[src/rtl/async_fifo_pkg.sv]
// Shared types and constants for the asynchronous FIFO write-side arbiter.
package async_fifo_pkg;

    // Arbiter FSM states.
    typedef enum logic [0:0] {
        ARB_IDLE  = 1'b0,
        ARB_BURST = 1'b1
    } arb_state_e;

    // Width of the per-burst beat counter (BURST_LEN is at most 255).
    localparam int unsigned BEAT_W = 8;
    // Width of each per-requester statistics counter.
    localparam int unsigned STAT_W = 16;

    // Increment with wrap at n-1 -> 0.
    function automatic int unsigned wrap_inc(input int unsigned x, input int unsigned n);
        return (x + 1 >= n) ? 0 : x + 1;
    endfunction

endpackage

[src/rtl/rr_pick.sv]
// Combinational rotating-priority picker: finds the first set bit of req,
// searching upward from start and wrapping from N-1 back to 0.
module rr_pick #(
    parameter int unsigned N   = 4,
    parameter int unsigned IDW = 2
) (
    input  logic [N-1:0]   req,
    input  logic [IDW-1:0] start,
    output logic [IDW-1:0] index,
    output logic           found
);

    // Scan all offsets from start; the first hit wins.
    always_comb begin
        int unsigned j;
        index = start;
        found = 1'b0;
        j     = 0;
        for (int unsigned k = 0; k < N; k++) begin
            j = (32'(start) + k) % N;
            if (!found && req[j]) begin
                found = 1'b1;
                index = IDW'(j);
            end
        end
    end

endmodule

[src/rtl/async_fifo_wr_arbiter.sv]
// Round-robin burst arbiter sharing the single write port of an asynchronous
// FIFO among NUM_REQ requesters in the wr_clk domain. Never writes while the
// FIFO is full. Define WR_ARB_STATS_EN to add per-requester beat counters.
module async_fifo_wr_arbiter
    import async_fifo_pkg::*;
#(
    parameter int unsigned NUM_REQ   = 4,
    parameter int unsigned WIDTH     = 8,
    parameter int unsigned BURST_LEN = 4,
    localparam int unsigned ID_W     = ($clog2(NUM_REQ) > 1) ? $clog2(NUM_REQ) : 1
) (
    input  logic                     wr_clk,
    input  logic                     reset,
    input  logic [NUM_REQ-1:0]       req_valid,
    input  logic [NUM_REQ*WIDTH-1:0] req_data,
    output logic [NUM_REQ-1:0]       req_ready,
    input  logic                     fifo_full,
    output logic                     fifo_write_en,
    output logic [WIDTH-1:0]         fifo_write_data,
    output logic [ID_W-1:0]          grant_id,
`ifdef WR_ARB_STATS_EN
    output logic [NUM_REQ*STAT_W-1:0] beat_count,
`endif
    output logic                     burst_active
);

    arb_state_e        state_q, state_d;
    logic [ID_W-1:0]   owner_q, owner_d;
    logic [ID_W-1:0]   rr_ptr_q, rr_ptr_d;
    logic [BEAT_W-1:0] beats_q, beats_d;

    logic [ID_W-1:0]   sel;
    logic              sel_found;
    logic [WIDTH-1:0]  data_arr [NUM_REQ];

    rr_pick #(
        .N   (NUM_REQ),
        .IDW (ID_W)
    ) u_rr_pick (
        .req   (req_valid),
        .start (rr_ptr_q),
        .index (sel),
        .found (sel_found)
    );

    // Unpack requester data so the write mux is a simple array index.
    always_comb begin
        for (int unsigned i = 0; i < NUM_REQ; i++) begin
            data_arr[i] = req_data[i*WIDTH +: WIDTH];
        end
    end

    // Next-state, grant and handshake logic.
    always_comb begin
        state_d   = state_q;
        owner_d   = owner_q;
        rr_ptr_d  = rr_ptr_q;
        beats_d   = beats_q;
        req_ready = '0;
        grant_id  = rr_ptr_q;

        unique case (state_q)
            ARB_IDLE: begin
                if (sel_found) begin
                    grant_id = sel;
                    if (!fifo_full) begin
                        req_ready[sel] = 1'b1;
                        if (BURST_LEN > 1) begin
                            state_d = ARB_BURST;
                            owner_d = sel;
                            beats_d = BEAT_W'(1);
                        end else begin
                            rr_ptr_d = ID_W'(wrap_inc(32'(sel), NUM_REQ));
                        end
                    end
                end
            end
            ARB_BURST: begin
                grant_id = owner_q;
                if (req_valid[owner_q]) begin
                    // A full stall holds everything and is not charged to the burst.
                    if (!fifo_full) begin
                        req_ready[owner_q] = 1'b1;
                        beats_d = beats_q + BEAT_W'(1);
                        if ({1'b0, beats_q} + 9'd1 == 9'(BURST_LEN)) begin
                            state_d  = ARB_IDLE;
                            rr_ptr_d = ID_W'(wrap_inc(32'(owner_q), NUM_REQ));
                        end
                    end
                end else begin
                    // Owner dropped: end the burst early without writing.
                    state_d  = ARB_IDLE;
                    rr_ptr_d = ID_W'(wrap_inc(32'(owner_q), NUM_REQ));
                end
            end
            default: state_d = ARB_IDLE;
        endcase

        // No handshake while reset is held, even mid-burst.
        if (!reset) begin
            req_ready = '0;
        end
    end

    // FIFO write port driven straight from the current grant.
    always_comb begin
        fifo_write_en   = |req_ready;
        fifo_write_data = data_arr[grant_id];
        burst_active    = (state_q == ARB_BURST);
    end

    // Arbiter state registers with synchronous active-low reset.
    always_ff @(posedge wr_clk) begin
        if (!reset) begin
            state_q  <= ARB_IDLE;
            owner_q  <= '0;
            rr_ptr_q <= '0;
            beats_q  <= '0;
        end else begin
            state_q  <= state_d;
            owner_q  <= owner_d;
            rr_ptr_q <= rr_ptr_d;
            beats_q  <= beats_d;
        end
    end

`ifdef WR_ARB_STATS_EN
    logic [STAT_W-1:0] cnt_q [NUM_REQ];

    // Per-requester accepted-beat counters, wrapping at 2^STAT_W.
    always_ff @(posedge wr_clk) begin
        for (int unsigned i = 0; i < NUM_REQ; i++) begin
            if (!reset) begin
                cnt_q[i] <= '0;
            end else if (req_ready[i]) begin
                cnt_q[i] <= cnt_q[i] + STAT_W'(1);
            end
        end
    end

    // Flatten counters onto the output bus.
    always_comb begin
        for (int unsigned i = 0; i < NUM_REQ; i++) begin
            beat_count[i*STAT_W +: STAT_W] = cnt_q[i];
        end
    end
`endif

endmodule

[config.mk]
export PLATFORM = sky130hd
export DESIGN_NAME = async_fifo_wr_arbiter
export DESIGN_NICKNAME = d
export VERILOG_FILES = /design/src/rtl/async_fifo_pkg.sv /design/src/rtl/rr_pick.sv /design/src/rtl/async_fifo_wr_arbiter.sv
export SDC_FILE = /design/constraint.sdc
export NUM_CORES = 1
export LEC_CHECK = 0
export CORE_MARGIN = 2
export CORE_UTILIZATION = 30
export CTS_CLUSTER_DIAMETER = 40
export DETAILED_ROUTE_END_ITERATION = 12
export PLACE_DENSITY = 0.64
export SYNTH_ARGS = -nofsm -noshare
export SYNTH_HDL_FRONTEND = slang
export SYNTH_HIERARCHICAL = 1
export SYNTH_SLANG_ARGS = --single-unit
[constraint.sdc]
create_clock -name wr_clk -period 2.56 [get_ports wr_clk]
set_input_delay 0.256 -clock wr_clk [delete_from_list [all_inputs] [get_ports wr_clk]]
set_output_delay 0.256 -clock wr_clk [all_outputs]
set_load 0.05 [all_outputs]
==> run summary <==
outcome: finished, violations left
failing checks: negative setup slack
Post-synth ARST share: 0
fillers: 345
area fraction of the dominant cell type after synthesis: 0.2120
yosys warns: 6
PnR Total Power: 971.6 uW
total CTS buffers: 3
relative slew slack: 0.6722
drt total wl: 3989 um
drt wl/cell: 15.05 um
Peak Freq: 0.3893 GHz
DR pass1 iterations: 4
Leak: 0.8901 nW
sequential area share after synthesis: 0.2120
CTS tree: built
CP arrival: 2310 ps
CTS root buf: clkbuf_8
Synth Instances: 140
largest net degree at the start of global routing: 14
vias per inst: 5.423
Die Ht: 67.97 um
max-cap violation count: 0
Slew @ Worst Pin: 488.4 ps
Syn Std Cell Area: 1227 um2
Slew Limit Fails: 0
RSZ-0062 raised after global routing: yes
Post-synth EDFFs: 0
Final period util: 1.003
Netlist cell types: 47
Area Overhead vs Synth: 79.82%
met3 WL post-DR: 206 um
Clock Latency Late Sink: 250 ps
post-synth net total: 185
Ant. Diodes: 0
minimum clock period: 2568 ps
CTS max path bufs: 2
core area: 3971 um2
first-pass GRT wire length: 6189 um
Starting Density: 0.3091
final hold vios: 0
PwrDens: 440.2 nW/um2
Critical Setup Path Class: reg2out
wl on met1: 1547 um
Main synth FF type: dfxtp_1
Setup WS post-layout: -8.458 ps
Total GRT Usage: 0.1732
Post-synth top cells: 13 x dfxtp_1, 13 x nand2_1, 13 x nor2_1
Core Util, Final: 0.5558
Rows: 23
DR WL met2: 2131 um
leading area contributor after synthesis: dfxtp_1
total negative slack: -20.27 ps
Top Ports: 55
share of layout cells above drive strength 1: 0.3442
1st-iter DRT viols: 61
DIE WIDTH: 67.97 um
CP Launch Type: register
hold_buf cts: 0
Post-Route Skew: 4.796 ps
Reg clk slew, reported paths: 50 ps
dpl hpwl: 3062 um
CP Data Required Time: 2300 ps
nature of the critical path endpoint: output pin
total gr overflow: 0
Max Used Layer: met4
DRT antenna net count: 0
Total Nets Final: 261
worst-path fanout max: 4
CTS Sinks: 13
vias in the first global route: 1438
post-synthesis register bit count: 13
largest cells by area after synthesis: dfxtp_1 21%, mux4_2 17%, ha_1 6.1%, a21oi_1 4.5%, nand2_1 4.0%
GP Congestion: 0.8423
Worst VDD drop: 0.0001942 V
endpoints failing setup: 3
CTS H-Tree Depth: 1
via count: 1437
hold crit path type: reg2reg
antenna violations before repair: 0
pre-CTS setup slack: -425.5 ps
DRC Markers: 0
mean post-synth cell area: 8.767 um2
PortBufs: 54
die area: 4619 um2
[worst max-delay path: stages, from the launching register on]
cell and delay, ps:
dfxtp_4 350, nand2b_4 140, a21oi_2 150, a221oi_2 50
mux2i_1 200, nor2_2 80, a21oi_4 170, buf_12 130
buf_16 100, mux4_2 520, buf_12 170
[logic make-up after synthesis]
logic type                 share of synthesized area
DFF                                           0.2120
xor gates and xnor gates                     0.02141
AOI/OAI and AO/OA                             0.2059
muxes                                         0.1896
adders and majority gates                    0.06116
and+or+nand+nor                               0.2559
buffers and inverters                        0.05402
[stage by stage]
stage	std cells	cell area, um2	hold slack, ps
global route	265	2207	529.8
floorplan	140	1227	412.4
CTS	263	2171	504.5
finish	265	2207	497.2
global placement	252	2013	484.7
detailed placement	252	2013	502.5
[state kept, by name, summed over array words and instances, names as in the netlist]
register      count
beats_q           8
burst_active      1
owner_q           2
rr_ptr_q          2
[placed cells by master (no fill, tap or decap), types with 3 or more instances in the layout]
cell | synthesis | routed
a21oi_1 | 11 | 9
clkdlybuf4s50_1 | 0 | 35
buf_12 | 0 | 14
buf_4 | 0 | 19
dfxtp_1 | 13 | 12
nand2_1 | 13 | 12
nand3b_1 | 3 | 3
mux2i_1 | 3 | 3
inv_1 | 9 | 9
ha_1 | 6 | 6
nor3_1 | 5 | 5
nor2_2 | 0 | 3
nand3_1 | 6 | 6
mux4_2 | 9 | 9
o21ai_0 | 5 | 5
clkbuf_8 | 1 | 3
nor2_1 | 13 | 10
[where the power goes]
part           internal (mW)  switching, mW  total (mW)
sequential             0.211         0.0163       0.227
clock                  0.108         0.0789       0.187
combinational          0.298          0.259       0.558
[layout make-up]
cell class,count,area (um2),area share
Multi-Input combinational cell,114,949.7,0.4303
Sequential cell,13,264.0,0.1196
Timing Repair Buffer,75,850.8,0.3855
Tap cell,50,62.56,0.02834
Clock buffer,3,41.29,0.01871
Clock inverter,1,5.005,0.002268
Inverter,9,33.78,0.01531
[final timing paths]
kind | from | end | slack, ps | cells past startpoint
max | rr_ptr_q[0] | fifo_write_data[2] | -8 | 10
min | beats_q[7] | beats_q[7] | 500 | 2
max reg2reg | owner_q[0] | beats_q[6] | 490 | 5
min reg2reg | beats_q[7] | beats_q[7] | 500 | 2
[what timing repair did]
item                       CTS  global route
buffers inserted             6             3
resized for setup           11            16
setup endpoints to repair    8             9
cloned                       1             1
pin swaps                    3             5
hold endpoints to repair     0             0
[per-layer routing]
layer | global-route usage | vias to the layer above
met5 | 0 | -
met4 | 0.06250 | 0
met3 | 0.02961 | 11
met2 | 0.3240 | 54
met1 | 0.1946 | 697
li1 | - | 675
Power figures use the tool's default switching activity.
